[config.mk]
export PLATFORM = sky130hd
export DESIGN_NAME = pixel_sink
export DESIGN_NICKNAME = d
export VERILOG_FILES = /design/src/rtl/gpu_pkg.sv /design/src/rtl/sync_fifo.sv /design/src/rtl/pixel_sink.sv
export SDC_FILE = /design/constraint.sdc
export NUM_CORES = 1
export LEC_CHECK = 0
export CAP_MARGIN = 20
export CELL_PAD_IN_SITES_DETAIL_PLACEMENT = 0
export CELL_PAD_IN_SITES_GLOBAL_PLACEMENT = 2
export CORE_MARGIN = 3
export CORE_UTILIZATION = 42
export DETAILED_ROUTE_END_ITERATION = 8
export GPL_TIMING_DRIVEN = 0
export PLACE_DENSITY_LB_ADDON = 0.1
export RECOVER_POWER = 25
export SYNTH_ARGS = -nofsm -noshare
export SYNTH_HDL_FRONTEND = slang
export SYNTH_SLANG_ARGS = --single-unit
[constraint.sdc]
create_clock -name clock -period 4.3 [get_ports clock]
set_input_delay 0.86 -clock clock [delete_from_list [all_inputs] [get_ports clock]]
set_output_delay 0.86 -clock clock [all_outputs]
set_load 0.03 [all_outputs]
[src/rtl/gpu_pkg.sv]
// Shared GPU definitions: pixel-index field widths and the pixel write record.
// The width helper is the single source for the row/column bit split used by
// both the GPU pixel-index math and the pixel sink address decode.
package gpu;

    localparam int H_RES_DEFAULT      = 320;
    localparam int V_RES_DEFAULT      = 240;
    localparam int PIXEL_BITS_DEFAULT = 16;

    // Bits needed to hold a coordinate in 0..n-1.
    function automatic int res_bits(input int n);
        return $clog2(n);
    endfunction

    localparam int COL_BITS_DEFAULT   = res_bits(H_RES_DEFAULT);
    localparam int ROW_BITS_DEFAULT   = res_bits(V_RES_DEFAULT);
    localparam int INDEX_BITS_DEFAULT = COL_BITS_DEFAULT + ROW_BITS_DEFAULT;

    // Linear pixel index plus pixel value, at the default resolution.
    typedef struct packed {
        logic [INDEX_BITS_DEFAULT-1:0] index;
        logic [PIXEL_BITS_DEFAULT-1:0] data;
    } pixel_write_t;

endpackage

[src/rtl/sync_fifo.sv]
// Single-clock FIFO, DEPTH a power of two (>= 2).
// Ports: clock, reset_n (async active-low), push/din, pop, head (entry at the
// read pointer), full, empty. Push while full and pop while empty are ignored.
module sync_fifo #(
    parameter int WIDTH = 8,
    parameter int DEPTH = 4
) (
    input  logic             clock,
    input  logic             reset_n,
    input  logic             push,
    input  logic [WIDTH-1:0] din,
    input  logic             pop,
    output logic [WIDTH-1:0] head,
    output logic             full,
    output logic             empty
);
    localparam int AW = $clog2(DEPTH);

    logic [WIDTH-1:0] mem_q [DEPTH];
    logic [AW-1:0]    wr_ptr_q;
    logic [AW-1:0]    rd_ptr_q;
    logic [AW:0]      count_q;
    logic             do_push;
    logic             do_pop;

    assign full    = (count_q == (AW+1)'(DEPTH));
    assign empty   = (count_q == '0);
    assign do_push = push & ~full;
    assign do_pop  = pop & ~empty;
    assign head    = mem_q[rd_ptr_q];

    // Storage is not reset; empty gates every use of head.
    always_ff @(posedge clock) begin
        if (do_push) begin
            mem_q[wr_ptr_q] <= din;
        end
    end

    // Pointers wrap naturally because DEPTH is a power of two.
    always_ff @(posedge clock or negedge reset_n) begin
        if (!reset_n) begin
            wr_ptr_q <= '0;
            rd_ptr_q <= '0;
            count_q  <= '0;
        end else begin
            if (do_push) wr_ptr_q <= wr_ptr_q + 1'b1;
            if (do_pop)  rd_ptr_q <= rd_ptr_q + 1'b1;
            if (do_push && !do_pop)      count_q <= count_q + 1'b1;
            else if (do_pop && !do_push) count_q <= count_q - 1'b1;
        end
    end

endmodule

[src/rtl/pixel_sink.sv]
// Avalon-MM write-only slave terminating the GPU pixel write-out port.
// Ports: clock, reset_n (async active-low); s_address/s_writedata/s_write/
// s_waitrequest (Avalon slave); fb_addr/fb_data/fb_we/fb_ready (framebuffer
// write port with backpressure); frame_done (one-cycle pulse per completed
// frame); err_count (saturating rejected-write count); clear (sync).
module pixel_sink
    import gpu::*;
#(
    parameter int          H_RESOLUTION = 320,
    parameter int          V_RESOLUTION = 240,
    parameter int          PIXEL_BITS   = 16,
    parameter int          FIFO_DEPTH   = 4,
    parameter logic [31:0] BASE_ADDRESS = 32'hC800_0000
) (
    input  logic                                      clock,
    input  logic                                      reset_n,
    input  logic [31:0]                               s_address,
    input  logic [PIXEL_BITS-1:0]                     s_writedata,
    input  logic                                      s_write,
    output logic                                      s_waitrequest,
    output logic [res_bits(H_RESOLUTION)+res_bits(V_RESOLUTION)-1:0] fb_addr,
    output logic [PIXEL_BITS-1:0]                     fb_data,
    output logic                                      fb_we,
    input  logic                                      fb_ready,
    output logic                                      frame_done,
    output logic [15:0]                               err_count,
    input  logic                                      clear
);
    localparam int COL_BITS = res_bits(H_RESOLUTION);
    localparam int ROW_BITS = res_bits(V_RESOLUTION);
    localparam int IDX_BITS = COL_BITS + ROW_BITS;
    localparam int ROW_MSB  = COL_BITS + ROW_BITS;
    localparam logic [IDX_BITS-1:0] LAST_PIX = IDX_BITS'(H_RESOLUTION * V_RESOLUTION - 1);

    typedef struct packed {
        logic [IDX_BITS-1:0]   index;
        logic [PIXEL_BITS-1:0] data;
    } entry_t;

    logic [COL_BITS-1:0] col;
    logic [ROW_BITS-1:0] row;
    logic                base_ok;
    logic                addr_ok;
    logic                accept;
    logic                push;
    logic                pop;
    logic                fifo_full;
    logic                fifo_empty;
    entry_t              wr_entry;
    entry_t              head;

    logic                ready_q;
    logic [IDX_BITS-1:0] pix_q;
    logic                frame_done_q;
    logic [15:0]         err_q;

    assign col     = s_address[COL_BITS:1];
    assign row     = s_address[ROW_MSB:COL_BITS+1];
    assign base_ok = (s_address[31:ROW_MSB+1] == BASE_ADDRESS[31:ROW_MSB+1]);
    // One extra bit on the compare so power-of-two resolutions still work.
    assign addr_ok = base_ok && !s_address[0]
                  && ({1'b0, col} < (COL_BITS+1)'(H_RESOLUTION))
                  && ({1'b0, row} < (ROW_BITS+1)'(V_RESOLUTION));

    assign wr_entry.index = IDX_BITS'(row) * IDX_BITS'(H_RESOLUTION) + IDX_BITS'(col);
    assign wr_entry.data  = s_writedata;

    // ready_q holds off the master for the first cycle out of reset.
    assign s_waitrequest = fifo_full | ~ready_q;
    assign accept        = s_write & ~s_waitrequest;
    assign push          = accept & addr_ok;
    assign pop           = fb_we & fb_ready;

    sync_fifo #(
        .WIDTH (IDX_BITS + PIXEL_BITS),
        .DEPTH (FIFO_DEPTH)
    ) u_fifo (
        .clock   (clock),
        .reset_n (reset_n),
        .push    (push),
        .din     (wr_entry),
        .pop     (pop),
        .head    (head),
        .full    (fifo_full),
        .empty   (fifo_empty)
    );

    assign fb_we      = ~fifo_empty;
    assign fb_addr    = fifo_empty ? '0 : head.index;
    assign fb_data    = fifo_empty ? '0 : head.data;
    assign frame_done = frame_done_q;
    assign err_count  = err_q;

    always_ff @(posedge clock or negedge reset_n) begin
        if (!reset_n) begin
            ready_q      <= 1'b0;
            pix_q        <= '0;
            frame_done_q <= 1'b0;
            err_q        <= '0;
        end else begin
            ready_q      <= 1'b1;
            frame_done_q <= 1'b0;
            // clear overrides both the pop count and a rejected write.
            if (clear) begin
                pix_q <= '0;
                err_q <= '0;
            end else begin
                if (pop) begin
                    if (pix_q == LAST_PIX) begin
                        pix_q        <= '0;
                        frame_done_q <= 1'b1;
                    end else begin
                        pix_q <= pix_q + 1'b1;
                    end
                end
                if (accept && !addr_ok && (err_q != 16'hFFFF)) begin
                    err_q <= err_q + 1'b1;
                end
            end
        end
    end

endmodule

# Word-level counts from Yosys, hierarchy flattened
# Memories as Yosys holds them, arrays and structs flattened.
# Index checks and enable logic that the tools add are counted.
[word_totals] n_memories=1 ff_bits=42 ram_bits=132 in_bits=53 output_inout_bits=52
[op_classes] multipliers=1 mux=14 order_cmp=2 n_bitwise=10 eq_ne=4 n_addsub=7 reduce_logical=15
[memory_table] memory="u_fifo.mem_q" depth=4 word_bits=33 read_ports=1 rd_ports_with_merged_regs=0 wr=1 line="sync_fifo.sv:19" rtl="logic [WIDTH-1:0] mem_q [DEPTH];"
[ops] op="17-bit 2-to-1 mux" n=4
[ops] op="16-bit 2-to-1 mux" n=3
[ops] op="17-bit by 1-bit adder with 17-bit output (second input constant)" n=1
[ops] op="17-bit by 9-bit adder with 17-bit output" n=1
[ops] op="17-bit equality test (second input constant)" n=1
[ops] op="16-bit by 1-bit adder with 16-bit output (second input constant)" n=1
[ops] op="16-bit != test (second input constant)" n=1
[ops] op="14-bit equality test (second input constant)" n=1
[ops] op="8-bit by 3-bit multiplier with 11-bit output (second input constant)" n=1
[ops] op="9-bit < comparator (second input constant)" n=1
[ops] op="8-bit < comparator (second input constant)" n=1
[ops] op="1-bit logical AND" n=7
[ops] op="3-bit 2-to-1 mux" n=2
[ops] op="2-bit nonzero test" n=3
[ops] op="1-bit bitwise AND" n=5
[ops] op="1-bit 2-to-1 mux" n=5
[ops] op="2-bit by 1-bit adder with 2-bit output (second input constant)" n=2
[ops] op="1-bit zero test" n=4
[ops] op="1-bit inverter" n=4
[ops] op="3-bit by 1-bit adder with 3-bit output (second input constant)" n=1
[ops] op="3-bit equality test (second input constant)" n=1
[ops] op="3-bit zero test" n=1
[ops] op="3-bit by 1-bit subtractor with 3-bit output (second input constant)" n=1
[ops] op="1-bit bitwise OR" n=1

# Depth between registers and ports, before layout
# Gate-level depths: netlist of run 1.
[logic_depth] word_depth=10 mapped_depth=9 ltp_nobuf=9

# Hierarchy
# A second synthesis of run 1 with hierarchy kept.
[unflattened] cells_unflattened=548 area_unflattened_um2=8181.6
[by_module_without_submodules] mod="sync_fifo" cells_per_inst=209 area_each_um2=5242.5 seq_area_each_um2=4139.0 instances=1
[by_module_without_submodules] mod="pixel_sink" cells_per_inst=339 area_each_um2=2939.1 seq_area_each_um2=875.8 instances=1

# Least setup slack after synthesis of run 1
# OpenSTA, ideal clock, no wires.
[synth_timing] path_type="in2reg" startpoint="input port s_address[11]" endpoint="memory u_fifo.mem_q[0][30] in the netlist's numbering (data pin)" cell_stages=7 path_slack_ns=1.245 n_path_buf=0 arrival_ns=2.771 cell_sequence="ha_1 > ha_1 > fa_1 > xor2_1 > o2111ai_1 > nor4_2 > xnor2_1"
[synth_via] elab_chain_len=2
[synth_rtl] element="from (decl)" line="pixel_sink.sv:17" rtl="input logic [31:0] s_address,"
[synth_rtl] element="8-bit by 3-bit multiplier with 11-bit output" line="pixel_sink.sv:65" rtl="assign wr_entry.index = IDX_BITS'(row) * IDX_BITS'(H_RESOLUTION) + IDX_BITS'(col);"
[synth_rtl] element="17-bit by 9-bit adder with 17-bit output" line="pixel_sink.sv:65"
[synth_rtl] element="named net u_fifo.din[30]" line="sync_fifo.sv:11" rtl="input logic [WIDTH-1:0] din,"
[synth_rtl] element="to (decl)" line="sync_fifo.sv:19"
# The timed path passes the listed nets, and every way through them passes these cells.

# Final worst setup path of run 1
[layout_timing] startpoint="register u_fifo.rd_ptr_q[0]" endpoint="output port fb_addr[12]"
[layout_via] elab_chain_len=2
[layout_rtl] element="from (decl)" line="sync_fifo.sv:21" rtl="logic [AW-1:0] rd_ptr_q;"
[layout_rtl] element="from (signal assigned)" line="sync_fifo.sv:47" rtl="if (do_pop) rd_ptr_q <= rd_ptr_q + 1'b1;"
[layout_rtl] element="memory read 4 x 33 bit"
[layout_rtl] element="17-bit 2-to-1 mux" line="pixel_sink.sv:89" rtl="assign fb_addr = fifo_empty ? '0 : head.index;"
[layout_rtl] element="to (decl)" line="pixel_sink.sv:21" rtl="output logic [res_bits(H_RESOLUTION)+res_bits(V_RESOLUTION)-1:0] fb_addr,"
# No other way between the ends.

==> impl_results.md, run 1 <==
- Top cells by area, synth: edfxtp_1 50%, dfrtp_1 13%, mux4_2 9.3%
- Worst r2r src: u_fifo.count_q[0]
- Critical path's largest stage delay: 0.59 ns
- Final worst slack: 0.4409 ns
- NumNets Final: 742
- Crit share post-route: 89.75%
- CTS resizes: 0
- Comb pwr share: 35.2%
- Wire per inst: 18.17 um
- Clk_skew: 0.01502 ns
- Layout cells sized above 1: 14.92%
- Kind of critical path: reg2out
- Synth Net Count: 615
- CP startpoint kind: flop
- Actual slew at the worst max-slew pin: 1.870 ns
- Power Total: 5.273 mW
- Seq/Total Area, Yosys: 62.82%
- # Post-CTS Setup Buffers: 0
- Most numerous cell in the Yosys netlist: edfxtp_1
- Cell variety after synth: 61
- Die W: 143.9 um
- Worst EP required: 3.44 ns
- Final hold viol count: 0
- Worst relative slew slack: -24.64%
- H-tree depth: 4
- DRC viols: 0
- # diodes: 0
- Antenna violations before repair: 0
- Buf+Inv Stages, Crit Path: 3
- Leak: 3.527 nW
- PD cells: 527.8 mW/mm2
- Fin cells: 906
- Vias in the first global route: 5183
- Drt pass-1 iters: 4
- Net Sw Frac: 32.73%
- R2R Setup Slk: 1.71 ns
- Routed wire length: 16460 um
- Syn Std Cell Area: 0.007983 mm2
- Antenna-violating nets left: 0
- Largest net degree at the start of global routing: 33
- Internal power: 3.547 mW
- TritonCTS clock tree: done
- Clk pwr share: 28.8%
- Clock root cell: clkbuf_16
- Hpwl dp: 11290 um
- Metal-1 WL: 7525 um
- Final RePlAce weighted congestion: 0.7920
- Crit path DAT: 3.00 ns
- Min Tclk post-route: 3.859 ns
- # hold bufs at CTS: 0
- Effective utilization at floorplan: 43.55%
- Core Util, Final: 54.50%
- Synthesized flop and latch total: 174
- Gate count after technology mapping: 537
- Top Ports: 105
- Slowest CP cell: clkdlybuf4s50_1
- Vias: 4907
- Number of synthesized flops with an enable pin: 132
- Critical path cell sequence: clkbuf_1 > buf_2 > mux4_2 > and2_1 > clkdlybuf4s50_1
- Fmax: 0.2591 GHz
- Metal2 WL: 8312 um
- First-pass GRT wire length: 26780 um
- Sequential power share: 36.0%
- Failing checks: max-capacitance violations, max-slew violations
- Grt total ovfl: 0
- Top cell type's share of synthesized area: 49.66%
- Rows: 49
- Ys Warns: 0
- Clock Tree Buf Depth: 2
- Final Max Tran Viols: 33
- Top Metal Used: met4
- Hold WC Path Type: in2async
- Most used DFF post-synth: edfxtp_1
- Post-synth top cells: 132 x edfxtp_1, 42 x dfrtp_1, 40 x and2_1
- Post-synthesis area per instance: 14.87 um2
- Cell taking the most area after synthesis: edfxtp_1
- DR iter-0 viols: 271
- Die Ht: 143.9 um
- Unrepaired setup endpoints after global routing: no
- Post-route cell area: 0.009991 mm2
- Worst Setup End Kind: output port
- Setup slack at placement: 0.3950 ns
- Buffers on Ports: 103
- Num CTS Buffers: 17
- CORE AREA: 0.01833 mm2
- Worst Path Max Fanout: 10
- Post-synth ARST share: 24.14%
- Cells after DPL: 874
- Clock Sinks: 174
- Placed instance area: 0.009415 mm2
- Die area: 0.02070 mm2
- Routed wl met3: 537 um
- Clk slew on worst S/H paths: 0.07 ns
- Top delay family on crit path: buffers and inverters
- Outcome: finished with violations
- Final setup fails: 0
- Vias/cell: 5.416
- Max Cap Violations: 1
- GRT Resource Usage Total: 16.72%
- NetSw: 1.726 mW
- R2R cell count: 8
- Area added between synthesis and finish: 25.16%
- Peak VDD IR: 0.3024 mV
- Reg2reg end: u_fifo.count_q[2]
- Worst-Skew Late Latency: 0.43 ns
==> cells in the final DEF, fill, tap and decap left out, types with 4 or more instances in the layout <==
cell type,n
nor2b_1,8
dlygate4sd3_1,15
inv_6,4
mux4_2,33
inv_1,14
dfrtp_1,42
nand4_1,11
clkdlybuf4s50_1,87
edfxtp_1,132
o31ai_1,11
nor2_1,21
mux2_2,6
nor3_1,6
nor4_1,10
a22o_1,5
a21oi_1,17
buf_2,5
clkbuf_1,16
and2_1,36
o21ai_0,14
ha_1,22
xor2_1,5
nand2_1,20
xnor2_1,11
and2_2,4
a21o_1,7
and3_1,4
a211oi_1,4
nand3_1,19
or4_2,5
clkbuf_16,17
or2_2,4
==> registers in the layout, indices dropped and copies added (netlist names) <==
register / cells
u_fifo.wr_ptr_q: 2
u_fifo.rd_ptr_q: 2
frame_done: 1
pix_q: 17
err_count: 16
u_fifo.mem_q: 132
u_fifo.count_q: 3
ready_q: 1
==> through the flow <==
stage / TNS, ns / hold slack (ns)
6_report: 0 / 0.4037
5_1_grt: 0 / 0.4513
4_1_cts: 0 / 0.2923
3_5_place_dp: 0 / 0.4904
3_3_place_gp: -15.49 / 0.4751
2_1_floorplan: 0 / 0.4519
==> logic make-up (layout without fill, tap and decap cells) <==
family / count (synthesis) / after routing / share of synthesized area, %
flops: 174 / 174 / 62.82
xor+xnor: 16 / 16 / 1.755
compound gates: 72 / 72 / 5.972
buf+inv: 34 / 174 / 1.771
fa+ha+maj: 25 / 25 / 4.201
simple gates: 171 / 171 / 12.60
other cells: 1 / 1 / 0.04698
mux: 44 / 44 / 10.83
==> cell type report <==
cell class,count,area [um2]
Fill cell,1494,8341
Clock inverter,15,167.7
Clock buffer,17,425.4
Timing Repair Buffer,108,1124
Tap cell,229,286.5
Multi-Input combinational cell,329,2831
Inverter,14,52.55
Buffer,20,88.84
Sequential cell,174,5015
==> power by group through the flow <==
stage          registers (mW)  clock network, mW  logic, mW
3_5_place_dp             1.93                  0       1.89
4_1_cts                  1.90               1.56       1.90
6_report                 1.90               1.52       1.86
2_1_floorplan            1.93                  0       1.21
3_3_place_gp             1.93                  0       1.87
5_1_grt                  1.90               1.64       2.01
==> worst register-to-register path, delay by kind of cell, from the launching register on <==
kind,cells,cell delay (ns)
and+or+nand+nor,2,0.78
xor gates and xnor gates,2,0.27
AOI/OAI and AO/OA,1,0.25
buffers and inverters,1,0.06
adders and majority gates,2,0.69
DFF,1,0.47
==> metal layers <==
metal,vias to the layer above,global-route usage [%]
met5,-,0
met4,0,4.311
met3,5,3.960
met2,97,27.95
met1,2451,22.13
li1,2354,-
==> how the worst max path moves through the flow <==
stage,startpoint,slack (ns),cells past startpoint,end
after global placement,s_address[31],-0.14,5,u_fifo.mem_q[0][21]
after global routing,u_fifo.rd_ptr_q[0],0.21,5,fb_data[12]
final,u_fifo.rd_ptr_q[0],0.44,5,fb_addr[12]
after detailed placement,s_address[11],0.40,8,u_fifo.mem_q[1][30]
after CTS,u_fifo.rd_ptr_q[0],0.36,5,fb_addr[12]
after floorplan,s_address[11],1.24,7,u_fifo.mem_q[0][30]
(Power assumes the default switching activity.)
==> inputs of run 2 (changes only) <==
Settings changed: SKIP_CTS_REPAIR_TIMING from default to 1.
==> results of run 2 <==
Final layout, timing and power as in run 1 (identical DEF).
==> inputs of run 3 (changes only) <==
Settings changed: CORE_ASPECT_RATIO from default to 0.7.
==> run 3 against run 2 <==
The run now ends clean. Sequential cell count is the same. Power decreased by 0.67%. Combinational power barely moved. Routed wire length up 1.5%. Via count is 0.65% higher. Global-route usage grew 0.40 points. Clock power fell by 4%. Sequential power is essentially flat.
==> impl_results.md, run 3 (synthesis results as in run 1) <==
- TritonCTS clock tree: done
- PD cells: 526.1 mW/mm2 (-0.31%)
- Layout cells sized above 1: 14.62% (-0.30 points)
- Worst Setup End Kind: output port
- Vias in the first global route: 4954 (-4.4%)
- Vias: 4939 (+0.65%)
- Final RePlAce weighted congestion: 0.8109 (+2.4%)
- Die Ht: 121.3 um (-16%)
- Kind of critical path: reg2out
- Leak: 3.511 nW (-0.46%)
- Wire per inst: 18.30 um (+0.73%)
- Antenna-violating nets left: 0 (unchanged)
- Unrepaired setup endpoints after global routing: no
- Outcome: completed
- Top delay family on crit path: buffers and inverters
- # diodes: 0 (unchanged)
- DR iter-0 viols: 331 (+22%)
- Crit path DAT: 2.99 ns (about the same)
- Final hold viol count: 0 (unchanged)
- Worst EP required: 3.44 ns (about the same)
- Grt total ovfl: 0 (unchanged)
- Final Max Tran Viols: 0 (-100%)
- GRT Resource Usage Total: 17.12% (+0.40 points)
- Max reg flops: 132 (unchanged)
- Top Ports: 105 (unchanged)
- Max Cap Violations: 0 (-1)
- Worst Hold Margin: 0.4916 ns (+0.08786 ns)
- Vias/cell: 5.410 (-0.12%)
- Die W: 170.8 um (+19%)
- CP startpoint kind: flop
- Most flop-heavy register: u_fifo.mem_q
- Area added between synthesis and finish: 24.70%
- Hold WC Path Type: reg2reg
- Commonest non-fill, non-tap cells in the layout: 132 x edfxtp_1, 87 x clkdlybuf4s50_1, 42 x dfrtp_1, 36 x and2_1, 33 x mux4_2
- Clk slew on worst S/H paths: 0.07 ns (about the same)
- Peak VDD IR: 0.2278 mV (-25%)
- NumNets Final: 742 (unchanged)
- Hpwl dp: 11750 um (+4.1%)
- Fmax: 0.2596 GHz (+0.20%)
- Critical path's largest stage delay: 0.61 ns (+0.02 ns)
- H-tree depth: 4 (unchanged)
- Final setup fails: 0 (unchanged)
- CORE AREA: 0.01831 mm2 (about the same)
- Clk_skew: 0.01367 ns (-0.001346 ns)
- Antenna violations before repair: 1 (+1)
- Clock root cell: clkbuf_16
- Fin Setup TNS: 0 ns (unchanged)
- Most common cell after layout, fill and taps aside: edfxtp_1
- Effective utilization at floorplan: 43.59% (about the same)
- Die area: 0.02072 mm2 (+0.13%)
- Worst-Skew Late Latency: 0.43 ns (about the same)
- Post-route cell area: 0.009955 mm2 (-0.36%)
- Actual slew at the worst max-slew pin: 1.465 ns (-0.4051 ns)
- Final-layout fill cell count: 1533 (+2.6%)
- Crit share post-route: 89.57% (-0.18 points)
- Min Tclk post-route: 3.851 ns (-0.007793 ns)
- Clock Sinks: 174 (unchanged)
- Buf+Inv Stages, Crit Path: 3 (unchanged)
- Clock Tree Buf Depth: 2 (unchanged)
- Worst relative slew slack: 2.364% (+27 points)
- Critical path cell sequence: clkbuf_1 > buf_2 > mux4_2 > and2_1 > clkdlybuf4s50_1
- Slowest CP cell: clkdlybuf4s50_1
- Drt pass-1 iters: 5 (+1)
- Routed wire length: 16710 um (+1.5%)
- Num CTS Buffers: 17 (unchanged)
- Largest net degree at the start of global routing: 33 (unchanged)
- Worst Path Max Fanout: 10 (unchanged)
- DRC viols: 0 (unchanged)
- Placed instance area: 0.009409 mm2 (about the same)
- First-pass GRT wire length: 26900 um (+0.47%)
- Rows: 41 (-16%)
- Buffers on Ports: 103 (unchanged)
[run 3: cell types whose count changed in the layout (fill, tap and decap cells not counted), moves of 2 or more]
cell,before,now
clkbuf_1,16,19
buf_12,2,4
clkinv_8,2,0
buf_16,2,0
[run 3: final cells by class]
cell class              instances  area, um2  area share (%)
clock buffers                  20      436.7           4.387
flip-flops and latches        174       5015           50.38
repair buffers                108       1109           11.14
inverters                      14      52.55          0.5279
plain buffers                  20      88.84          0.8924
clock inverters                12      126.4           1.269
multi-input cells             329       2831           28.44
well taps                     236      295.3           2.966
[run 3: worst paths after layout]
path | start | to | slack [ns] | cells past startpoint
min reg2reg | pix_q[8] | pix_q[8] | 0.49 | 1
max in group asynchronous | reset_n | pix_q[11] | 1.80 | 2
min | pix_q[8] | pix_q[8] | 0.49 | 1
max | u_fifo.rd_ptr_q[0] | fb_addr[10] | 0.45 | 5
min in group asynchronous | reset_n | pix_q[5] | 0.61 | 1
max reg2reg | u_fifo.count_q[0] | u_fifo.count_q[2] | 1.57 | 8
[run 3: through the flow]
stage               utilization (%)  setup slack [ns]  instances  total power [mW]
finish                        54.36            0.4487        913             5.237
global route                  54.36            0.1509        913             5.495
floorplan                         -             1.245        537             3.139
CTS                           54.45            0.2906        913             5.322
detailed placement            51.38            0.3696        881             3.850
global placement              50.83           -0.1658        876             3.832
[run 3: layer usage]
metal	track usage, %	routed length (um)
met1	25.81	8393
met2	24.68	7410
met3	3.810	829
met4	5.471	63
met5	0	10
[run 3: power breakdown]
part | switching (mW) | internal (mW) | leakage [nW]
clock | 0.646 | 0.815 | 0.274
combinational | 1.02 | 0.856 | 1.49
sequential | 0.0321 | 1.87 | 1.75
